`config.mk`:
```
export PLATFORM = sky130hd
export DESIGN_NAME = pc_sequencer
export DESIGN_NICKNAME = d
export VERILOG_FILES = /design/src/rtl/otter_pkg.sv /design/src/rtl/pc_next_mux.sv /design/src/rtl/pc_sequencer.sv
export SDC_FILE = /design/constraint.sdc
export NUM_CORES = 1
export LEC_CHECK = 0
export CORE_AREA = 4 4 116 118
export DETAILED_ROUTE_END_ITERATION = 7
export DIE_AREA = 0 0 120 122
export GPL_ROUTABILITY_DRIVEN = 0
export GPL_TIMING_DRIVEN = 0
export PLACE_DENSITY = 0.86
export RECOVER_POWER = 25
export SLEW_MARGIN = 5
export SYNTH_ARGS = -nofsm -noshare
export SYNTH_HDL_FRONTEND = slang
export SYNTH_HIERARCHICAL = 1
export SYNTH_SLANG_ARGS = --single-unit
```
`constraint.sdc`:
```
create_clock -name CLK -period 7.2 [get_ports CLK]
set_clock_uncertainty 0.2 [all_clocks]
set_input_delay 1.08 -clock CLK [delete_from_list [all_inputs] [get_ports CLK]]
set_output_delay 1.08 -clock CLK [all_outputs]
set_load 0.01 [all_outputs]
```
`src/rtl/otter_pkg.sv`:
```
// Shared types and constants for the OTTER fetch front end.
// pc_sel encodings, sequencer states and the reset vector.
package otter_pkg;

    localparam logic [31:0] RESET_VEC = 32'h0000_0000;

    typedef enum logic [2:0] {
        PC_PLUS4  = 3'd0,
        PC_JALR   = 3'd1,
        PC_BRANCH = 3'd2,
        PC_JAL    = 3'd3,
        PC_MTVEC  = 3'd4,
        PC_MEPC   = 3'd5
    } pc_sel_t;

    typedef enum logic [1:0] {
        BOOT  = 2'd0,
        FETCH = 2'd1,
        PEND  = 2'd2
    } seq_state_t;

    // Only selects 1..5 change control flow; 0, 6 and 7 mean PC+4.
    function automatic logic is_redirect(input logic [2:0] sel);
        return (sel >= 3'd1) && (sel <= 3'd5);
    endfunction

endpackage

```
`src/rtl/pc_next_mux.sv`:
```
// Next-PC target selection and alignment for pc_sequencer.
// OTTER_MISALIGN_TRAP_EN: misaligned targets divert to mtvec.
module pc_next_mux
    import otter_pkg::*;
(
    input  logic [2:0]  sel,
    input  logic [31:0] pc,
    input  logic [31:0] jal,
    input  logic [31:0] branch,
    input  logic [31:0] jalr,
    input  logic [31:0] mtvec,
    input  logic [31:0] mepc,
    input  logic [31:0] pend,
    input  logic        use_pend,
    output logic [31:0] raw,
    output logic [31:0] tgt
`ifdef OTTER_MISALIGN_TRAP_EN
    ,
    output logic        misal
`endif
);

    logic [31:0] chosen;

    always_comb begin
        raw = pc + 32'd4;
        case (sel)
            PC_JALR:   raw = jalr;
            PC_BRANCH: raw = branch;
            PC_JAL:    raw = jal;
            PC_MTVEC:  raw = mtvec;
            PC_MEPC:   raw = mepc;
            default:   raw = pc + 32'd4;
        endcase
    end

    assign chosen = use_pend ? pend : raw;

`ifdef OTTER_MISALIGN_TRAP_EN
    assign misal = |chosen[1:0];
    assign tgt   = misal ? mtvec : chosen;
`else
    assign tgt   = chosen & ~32'h3;
`endif

endmodule

```
`src/rtl/pc_sequencer.sv`:
```
// PC register and fetch-request sequencer with deferred redirects.
// OTTER_MISALIGN_TRAP_EN adds the misalign_trap output.
module pc_sequencer
    import otter_pkg::*;
(
    input  logic        CLK,
    input  logic        RST_N,
    input  logic        redirect_valid,
    input  logic [2:0]  pc_sel,
    input  logic [31:0] jal,
    input  logic [31:0] branch,
    input  logic [31:0] jalr,
    input  logic [31:0] mtvec,
    input  logic [31:0] mepc,
    input  logic        stall,
    input  logic        fetch_ready,
    output logic        fetch_valid,
    output logic [31:0] fetch_addr,
    output logic [31:0] pc_out,
    output logic        fetch_flush,
    output logic        redirect_pending
`ifdef OTTER_MISALIGN_TRAP_EN
    ,
    output logic        misalign_trap
`endif
);

    seq_state_t  state, state_n;
    logic [31:0] pc, pc_n;
    logic [31:0] pend, pend_n;
    logic        req_out, req_n;
    logic        flush, flush_n;
    logic        redir, hs, use_pend;
    logic [2:0]  sel_eff;
    logic [31:0] raw, tgt;
`ifdef OTTER_MISALIGN_TRAP_EN
    logic        misal, trap, trap_n;
`endif

    // req_out keeps a presented request alive across stall/redirect.
    assign fetch_valid = (state != BOOT) && (req_out || !stall);
    assign hs          = fetch_valid && fetch_ready;
    assign redir       = redirect_valid && is_redirect(pc_sel);
    assign sel_eff     = redir ? pc_sel : 3'(PC_PLUS4);
    assign use_pend    = (state == PEND) && !redir;

    pc_next_mux u_mux (
        .sel      (sel_eff),
        .pc       (pc),
        .jal      (jal),
        .branch   (branch),
        .jalr     (jalr),
        .mtvec    (mtvec),
        .mepc     (mepc),
        .pend     (pend),
        .use_pend (use_pend),
        .raw      (raw),
        .tgt      (tgt)
`ifdef OTTER_MISALIGN_TRAP_EN
        ,
        .misal    (misal)
`endif
    );

    always_comb begin
        state_n = state;
        pc_n    = pc;
        pend_n  = pend;
        flush_n = 1'b0;
        req_n   = fetch_valid && !fetch_ready;
`ifdef OTTER_MISALIGN_TRAP_EN
        trap_n  = 1'b0;
`endif
        case (state)
            BOOT: begin
                state_n = FETCH;
            end
            FETCH: begin
                if (hs) begin
                    pc_n = tgt;
`ifdef OTTER_MISALIGN_TRAP_EN
                    trap_n = misal;
`endif
                end else if (redir) begin
                    pend_n  = raw;
                    state_n = PEND;
                end
            end
            PEND: begin
                // A same-cycle redirect beats the captured one via use_pend.
                if (hs) begin
                    pc_n    = tgt;
                    flush_n = 1'b1;
                    state_n = FETCH;
`ifdef OTTER_MISALIGN_TRAP_EN
                    trap_n  = misal;
`endif
                end else if (redir) begin
                    pend_n = raw;
                end
            end
            default: begin
                state_n = BOOT;
            end
        endcase
    end

    always_ff @(posedge CLK or negedge RST_N) begin
        if (!RST_N) begin
            state   <= BOOT;
            pc      <= RESET_VEC;
            pend    <= 32'h0;
            req_out <= 1'b0;
            flush   <= 1'b0;
        end else begin
            state   <= state_n;
            pc      <= pc_n;
            pend    <= pend_n;
            req_out <= req_n;
            flush   <= flush_n;
        end
    end

`ifdef OTTER_MISALIGN_TRAP_EN
    always_ff @(posedge CLK or negedge RST_N) begin
        if (!RST_N) trap <= 1'b0;
        else        trap <= trap_n;
    end

    assign misalign_trap = trap;
`endif

    assign fetch_addr       = pc;
    assign pc_out           = pc;
    assign fetch_flush      = flush;
    assign redirect_pending = (state == PEND);

endmodule

```
Word-level counts from Yosys, hierarchy flattened
Cells that the tools add are included.
{"block": "totals", "regBits": 66, "in_bits": 168, "elab_cells": 44}
{"block": "classes", "addsub": 1, "magnitude_cmp": 2, "eq_ne": 10, "mux": 9, "bitwise": 1, "reduce_logical": 16}
{"operator": "case mux 32 bit (5 select lines)", "n": 1}
{"operator": "adder 32 x 3 -> 32 bit, second input constant", "n": 1}
{"operator": "2-to-1 mux 32 bit", "n": 1}
{"operator": "== test 3 x 2 -> 1 bit, second input constant", "n": 2}
{"operator": "== test 3 bit, second input constant", "n": 2}
{"operator": "logical AND 1 bit", "n": 6}
{"operator": "2-to-1 mux 2 bit", "n": 3}
{"operator": "case mux 2 bit (3 select lines)", "n": 1}
{"operator": "AND reduction 3 bit", "n": 2}
{"operator": "inequality test 2 bit, second input constant", "n": 2}
{"operator": "== test 3 x 1 -> 1 bit, second input constant", "n": 1}
{"operator": ">= comparator 3 x 1 -> 1 bit, second input constant", "n": 1}
{"operator": "less-or-equal comparator 3 bit, second input constant", "n": 1}
{"operator": "logical NOT 1 bit", "n": 3}
{"operator": "2-to-1 mux 3 bit", "n": 1}
{"operator": "== test 2 x 1 -> 1 bit, second input constant", "n": 1}
{"operator": "== test 2 bit, second input constant", "n": 1}
{"operator": "logical NOT 2 bit", "n": 1}
{"operator": "2-to-1 mux 1 bit", "n": 2}
{"operator": "inequality test 2 x 1 -> 1 bit, second input constant", "n": 1}
{"operator": "AND reduction 2 bit", "n": 1}
{"operator": "nonzero test 2 bit", "n": 1}
{"operator": "OR reduction 2 bit", "n": 1}
{"operator": "logical OR 1 bit", "n": 1}
{"operator": "inverter 1 bit", "n": 1}

Longest topological paths before layout
Gate-level depths: netlist (run 1).
{"block": "depth", "ltp_word": 7, "mapped_depth": 11}

Hierarchy
The synthesis (run 1) kept the hierarchy.
{"mod": "pc_sequencer", "instances": 1, "cells_each": 201, "area_each_um2": 3072.9}
{"mod": "pc_next_mux", "instances": 1, "cells_each": 394, "area_each_um2": 2763.9}

Least setup slack after synthesis (run 1)
OpenSTA, ideal clock, no wires.
{"block": "synth_timing", "path_type": "input to register", "from": "input pc_sel[2]", "to": "register pc[20] (netlist: fetch_addr[20])", "setup_ps": 125, "arrival_time_ps": 3124, "required_ps": 6875, "setup_slack_ps": 3752, "cell_stages": 9, "path_cell_list": "nand2_1 > and3_1 > clkbuf_1 > clkbuf_1 > mux2_2 > a222oi_1 > nand3_2 > mux2_1 > mux2_2"}
{"block": "synth_between", "elab_chain_cells": 7, "elab_cells_between_ends": 14}
{"item": "start, declared", "line": "pc_sequencer.sv:9", "rtl": "input logic [2:0] pc_sel,"}
{"item": ">= comparator 3 x 1 -> 1 bit or less-or-equal comparator 3 bit (tied branches)", "line": "otter_pkg.sv:24", "rtl": "return (sel >= 3'd1) && (sel <= 3'd5);"}
{"item": "logical AND 1 bit (*)", "line": "otter_pkg.sv:24"}
{"item": "logical AND 1 bit (*)", "line": "pc_sequencer.sv:43", "rtl": "assign redir = redirect_valid && is_redirect(pc_sel);"}
{"item": "2-to-1 mux 3 bit (*)", "line": "pc_sequencer.sv:44", "rtl": "assign sel_eff = redir ? pc_sel : 3'(PC_PLUS4);"}
{"item": "net sel_eff[0]", "line": "pc_sequencer.sv:34", "rtl": "logic [2:0] sel_eff;"}
{"item": "== test 3 bit, or another cell as far along", "line": "pc_next_mux.sv:27", "rtl": "case (sel)"}
{"item": "case mux 32 bit (5 select lines) (*)", "line": "pc_next_mux.sv:27"}
{"item": "net raw[20]", "line": "pc_sequencer.sv:35", "rtl": "logic [31:0] raw, tgt;"}
{"item": "2-to-1 mux 32 bit (*)", "line": "pc_next_mux.sv:37", "rtl": "assign chosen = use_pend ? pend : raw;"}
{"item": "net tgt[20]", "line": "pc_sequencer.sv:35"}
{"item": "end signal, assigned", "line": "pc_sequencer.sv:117", "rtl": "pc <= pc_n;"}
{"item": "end, declared", "line": "pc_sequencer.sv:29", "rtl": "logic [31:0] pc, pc_n;"}
The timed path passes the listed nets; every way through them passes the cells marked *.
A chain may end at the register's enable or synchronous reset.

Worst setup path after layout (run 1)
{"block": "layout_timing", "from": "input pc_sel[2]", "to": "register pc[14] (netlist: fetch_addr[14])"}
Same word-level chain as after synthesis.

==> results.sh, run 1 <==
export IMPL_cts_max_level=3
export IMPL_worstSetupStartpointType="primary input"
export IMPL_dr_pass1_iters=7
export IMPL_dp_slack_ps=2270
export IMPL_vias=5887
export IMPL_tritoncts="yes"
export IMPL_rows=41
export IMPL_antenna_left=0
export IMPL_syn2layout_area_growth_pct=49.5
export IMPL_endpoint_kind="flip-flop"
export IMPL_ir_drop_v=0.000233
export IMPL_final_cell_area_sq_um=8460
export IMPL_power_density_nw_per_um2=329
export IMPL_cap_violations=1
export IMPL_worstPathArrival_ps=4780
export IMPL_drv_slew=67
export IMPL_grtUsageTotal=0.297
export IMPL_grt_antenna_before_repair=0
export IMPL_cts_setup_buffers=0
export IMPL_worstSetupPathType="primary input to flip-flop"
export IMPL_instances_no_fill=988
export IMPL_drc_errors=0
export IMPL_fillCellCount=975
export IMPL_relSlewSlack=-1.33
export IMPL_grt_pass1_vias=6118
export IMPL_setup_viol=0
export IMPL_fp_coreArea_sq_um=12500
export IMPL_cts_resized=0
export IMPL_min_period_over_period=0.661
export IMPL_die_width_um=120
export IMPL_n_antenna_cell=0
export IMPL_grt_pass1_wl_mm=34.0
export IMPL_min_period_ps=4760
export IMPL_nets=983
export IMPL_postCtsHoldBufs=0
export IMPL_dpl_cell_area_sq_um=8120
export IMPL_routedWlPerCell_um=22.4
export IMPL_io_buffers=224
export IMPL_drt_iter0_markers=571
export IMPL_clk_pin_slew_ps=60
export IMPL_cts_buffers=9
export IMPL_wl_mm=22.1
export IMPL_root_buffer="clkbuf_16"
export IMPL_die_h_um=122
export IMPL_path_max_fanout=10
export IMPL_hold_path_class="flip-flop to flip-flop"
export IMPL_viasPerCell=5.96
export IMPL_cts_buffer_depth=2
export IMPL_dieArea_sq_um=14600
export IMPL_grt_start_max_net_pins=67
export IMPL_avgSynthCellArea_sq_um=9.84
export IMPL_insertion_delay_ps=340
export IMPL_run_status="finished, violations left"
export IMPL_syn_inst=575
export IMPL_timing_fmax_ghz=0.210
export IMPL_p_total_mw=2.78
export IMPL_worst_slew_pin_slew_ps=3490
export IMPL_ioPinCount=235
export IMPL_failed_checks="capacitance limit, slew limit"
export IMPL_cts_sinks=66
export IMPL_mappedNetlistArea_sq_um=5660
export IMPL_dpl_hpwl_mm=16.9
export IMPL_fin_ws_ps=2440
export IMPL_start_util=0.454
export IMPL_yosysWarningCount=6
export IMPL_dp_cells=972
export IMPL_grt_overflow_total=0
export IMPL_p_leak_nw=3.38
export IMPL_drive_above_1_share=0.232
export IMPL_hold_violations=0
export IMPL_tns_ps=0
export IMPL_rsz0062_at_grt="false"
export IMPL_cp_required_ps=7220
flip-flops by register name, summed over array words and instances, names as in the netlist:
signal and flops:
req_out 1, fetch_addr 32, pend 30, fetch_flush 1
state 2
worst paths after layout:
kind / from / end / slack, ps / cells past startpoint
max in group asynchronous: RST_N / fetch_addr[26]$_DFFE_PN0P_ / 3120 / 1
worst max register to register: fetch_addr[2]$_DFFE_PN0P_ / fetch_addr[18]$_DFFE_PN0P_ / 4060 / 7
worst min register to register: pend[8]$_DFFE_PN0P_ / pend[8]$_DFFE_PN0P_ / 310 / 1
min in group asynchronous: RST_N / fetch_addr[8]$_DFFE_PN0P_ / 1730 / 1
worst min-delay path: pend[8]$_DFFE_PN0P_ / pend[8]$_DFFE_PN0P_ / 310 / 1
worst max-delay path: pc_sel[2] / fetch_addr[14]$_DFFE_PN0P_ / 2440 / 11
final cells by class:
| cell class | instances | area (sq um) | share of cell area |
|---|---|---|---|
| clock inverters | 6 | 115 | 0.0136 |
| plain buffers | 73 | 467 | 0.0552 |
| clock buffers | 10 | 229 | 0.0271 |
| multi-input cells | 425 | 3500 | 0.414 |
| well taps | 172 | 215 | 0.0254 |
| repair buffers | 224 | 2240 | 0.264 |
| inverters | 12 | 45.0 | 0.00533 |
| flip-flops and latches | 66 | 1650 | 0.195 |
layout by cell type (no fill, tap or decap), types with 6 or more instances in the layout:
cell type,instances
nor2_1,30
a222oi_1,6
mux2_2,68
clkbuf_1,20
clkdlybuf4s50_1,223
nand2_1,22
clkbuf_16,9
buf_4,34
o22ai_1,10
a21oi_1,27
mux2i_1,29
inv_1,11
xnor2_1,7
nor4_1,6
dfrtp_1,66
nand4_1,10
buf_6,7
mux2_4,28
o22a_1,7
buf_2,10
and4_1,8
a22oi_1,8
nor3_1,7
nand3_1,12
nand2b_1,7
nor2b_1,12
xor2_1,8
o21ai_0,15
metal layers:
metal / part of all wire / GRT usage / vias up
li1: - / - / 2594
met4: 0.032 / 0.119 / 0
met5: 0 / 0 / -
met3: 0.097 / 0.0580 / 59
met1: 0.39 / 0.371 / 2857
met2: 0.48 / 0.508 / 377
worst max-delay path, stage by stage:
cell and delay (ps):
clkdlybuf4s50_1 460, nand2_1 130, and3_1 160, clkbuf_1 420
clkbuf_1 670, buf_1 610, o21ai_0 190, a21oi_1 340
a21oi_1 120, mux2_2 310, mux2_2 270
report_power, final:
group	internal, mW	switching (mW)	leakage (nW)
sequential	0.544	0.250	0.817
clock	0.339	0.169	0.163
combinational	0.913	0.569	2.40
total	1.80	0.988	3.38
through the flow:
stage                util  hold slack [ps]
floorplan               -              273
global placement    0.651              285
detailed placement  0.651              292
CTS                 0.679              310
global route        0.678              320
finish              0.678              307
Power figures use the tool's default switching activity.
==> run 2, diff against run 1 <==
--- a/config.mk
+++ b/config.mk
@@ -5,12 +5,12 @@
 export SDC_FILE = /design/constraint.sdc
 export NUM_CORES = 1
 export LEC_CHECK = 0
-export CORE_AREA = 4 4 116 118
+export CORE_AREA = 4 4 119 121
 export DETAILED_ROUTE_END_ITERATION = 7
-export DIE_AREA = 0 0 120 122
+export DIE_AREA = 0 0 123 125
 export GPL_ROUTABILITY_DRIVEN = 0
 export GPL_TIMING_DRIVEN = 0
-export PLACE_DENSITY = 0.86
+export PLACE_DENSITY = 0.82
 export RECOVER_POWER = 25
 export SLEW_MARGIN = 5
 export SYNTH_ARGS = -nofsm -noshare
==> constraint.sdc (replaced) <==
create_clock -name CLK -period 4.68 [get_ports CLK]
set_clock_uncertainty 0.2 [all_clocks]
set_input_delay 0.702 -clock CLK [delete_from_list [all_inputs] [get_ports CLK]]
set_output_delay 0.702 -clock CLK [all_outputs]
set_load 0.01 [all_outputs]
==> run 2 against run 1 <==
Compared with the run above:
- the flow still finishes with violations (capacitance limit, slew limit)
- sequential power increased by 52%
- worst setup slack got worse by 1900 ps
- clock power increased by 44%
- cell count increased by 0.40%
- largest cell class unchanged
- total power increased by 51%
- sequential cell count unchanged
- core utilization decreased by 3.3 points
- combinational power increased by 53%
- global-route usage decreased by 2.7 points
- critical endpoint unchanged
==> results.sh, run 2 (synthesis results as in run 1) <==
export IMPL_sw_frac_of_total=0.352
export IMPL_cp_top_family="buffers and inverters"
export IMPL_p_leak_nw=3.38
export IMPL_dpl_hpwl_mm=16.3
export IMPL_p_switching_mw=1.48
export IMPL_ioPinCount=235
export IMPL_hold_violations=0
export IMPL_ff2ff_setup_slack_ps=1660
export IMPL_fillCellCount=1008
export IMPL_drive_above_1_share=0.233
export IMPL_p_seq_frac=0.288
export IMPL_io_buffers=224
export IMPL_routedWlPerCell_um=21.6
export IMPL_drc_errors=0
export IMPL_grt_start_max_net_pins=67
export IMPL_start_util=0.432
export IMPL_grt_pass1_wl_mm=32.6
export IMPL_worstSetupStartpointType="primary input"
export IMPL_worstSetupPathType="primary input to flip-flop"
export IMPL_min_period_over_period=0.886
export IMPL_fp_coreArea_sq_um=13100
export IMPL_n_antenna_cell=0
export IMPL_ir_drop_v=0.000269
export IMPL_cp_endpoint="fetch_addr[14]$_DFFE_PN0P_"
export IMPL_path_buf_inv=4
export IMPL_cts_sinks=66
export IMPL_p_total_mw=4.20
export IMPL_worst_slew_pin_slew_ps=1690
export IMPL_met2_length_mm=10.3
export IMPL_rows=42
export IMPL_grtUsageTotal=0.270
export IMPL_postCtsHoldBufs=0
export IMPL_nets=983
export IMPL_drt_met1_wl_mm=8.34
export IMPL_tns_ps=0
export IMPL_grt_antenna_before_repair=0
export IMPL_antenna_left=0
export IMPL_cts_buffers=9
export IMPL_drv_slew=67
export IMPL_power_density_nw_per_um2=498
export IMPL_layout_common_cells="clkdlybuf4s50_1 (223), mux2_2 (68), dfrtp_1 (66), buf_4 (34), nor2_1 (30)"
export IMPL_intPower_mw=2.72
export IMPL_die_h_um=125
export IMPL_clkPwrFrac=0.174
export IMPL_path_cells="clkdlybuf4s50_1 > nand2_1 > and3_1 > clkbuf_1 > clkbuf_1 > buf_1 > o21ai_0 > a21oi_1 > a21oi_1 > mux2_2 > mux2_2"
export IMPL_worstSetupStartpoint="pc_sel[1]"
export IMPL_syn2layout_area_growth_pct=49.2
export IMPL_root_buffer="clkbuf_16"
export IMPL_cap_violations=1
export IMPL_grt_overflow_total=0
export IMPL_grt_pass1_vias=6077
export IMPL_top_layer_used="met4"
export IMPL_dieArea_sq_um=15400
export IMPL_setup_viol=0
export IMPL_min_period_ps=4150
export IMPL_run_status="finished, violations left"
export IMPL_critical_path_max_stage_delay_ps=660
export IMPL_dr_pass1_iters=5
export IMPL_hold_path_class="flip-flop to flip-flop"
export IMPL_endpoint_kind="flip-flop"
export IMPL_cts_resized=0
export IMPL_p_comb_frac=0.538
export IMPL_timing_fmax_ghz=0.241
export IMPL_drt_iter0_markers=510
export IMPL_slowest_stage="clkbuf_1"
export IMPL_failed_checks="capacitance limit, slew limit"
export IMPL_insertion_delay_ps=330
export IMPL_reg2reg_from="fetch_addr[2]$_DFFE_PN0P_"
export IMPL_cts_buffer_depth=2
export IMPL_reg2reg_depth=7
export IMPL_wl_met3_mm=2.11
export IMPL_path_max_fanout=10
export IMPL_path_depth=11
export IMPL_clk_pin_slew_ps=60
export IMPL_vias=5846
export IMPL_tritoncts="yes"
export IMPL_viasPerCell=5.89
export IMPL_r2r_end="fetch_addr[18]$_DFFE_PN0P_"
export IMPL_die_width_um=123
export IMPL_relSlewSlack=-0.127
export IMPL_worstPathArrival_ps=4160
export IMPL_wl_mm=21.4
export IMPL_final_common_cell="clkdlybuf4s50_1"
export IMPL_cts_max_level=3
export IMPL_rsz0062_at_grt="false"
export IMPL_cp_required_ps=4690
export IMPL_largest_reg_flops=32
export IMPL_cts_setup_buffers=0
run 2: changes by cell type in the layout (fill, tap and decap cells not counted), sizes merged:
cell | previous run | this run
bufinv | 3 | 2
clkbuf | 29 | 30
run 2: power groups by stage:
stage,sequential [mW],combinational [mW],clock (mW)
floorplan,1.15,1.29,0
global placement,1.18,2.17,0
detailed placement,1.20,2.23,0
CTS,1.20,2.26,0.734
global route,1.25,2.40,0.767
finish,1.21,2.26,0.733
run 2: final cells by class:
cell class / instances / area [sq um] / area share
clock buffer: 11 / 243 / 0.0288
sequential: 66 / 1650 / 0.196
inverter: 12 / 45.0 / 0.00534
timing repair buffer: 224 / 2240 / 0.265
tap: 176 / 220 / 0.0261
clock inverter: 5 / 77.6 / 0.00919
buffer: 73 / 467 / 0.0553
multi-input combinational: 425 / 3500 / 0.415
run 2: worst min-delay path by stage:
| stage | startpoint | end | slack [ps] | cells past startpoint |
|---|---|---|---|---|
| floorplan | RST_N | fetch_addr[0]$_DFFE_PN0P_ | 210 | 0 |
| global placement | pend[12]$_DFFE_PN0P_ | pend[12]$_DFFE_PN0P_ | 280 | 1 |
| detailed placement | pend[30]$_DFFE_PN0P_ | pend[30]$_DFFE_PN0P_ | 290 | 1 |
| CTS | pend[30]$_DFFE_PN0P_ | pend[30]$_DFFE_PN0P_ | 310 | 1 |
| global route | pend[10]$_DFFE_PN0P_ | pend[10]$_DFFE_PN0P_ | 320 | 1 |
| finish | pend[10]$_DFFE_PN0P_ | pend[10]$_DFFE_PN0P_ | 310 | 1 |
run 2: per-stage QoR:
stage                     cells  utilization  setup slack (ps)  cell area, sq um  hold slack (ps)
final                       992        0.645               532              8440              307
after global routing        992        0.645               405              8440              318
after CTS                   992        0.645               575              8440              309
after detailed placement    976        0.621               253              8120              292
after global placement      976        0.621               282              8120              284
after floorplan             576            -              1610              5660              206
run 2: layer usage:
layer / GRT usage / up-vias
met3: 0.0655 / 60
met2: 0.449 / 367
met4: 0.104 / 0
met5: 0 / -
met1: 0.337 / 2815
li1: - / 2604
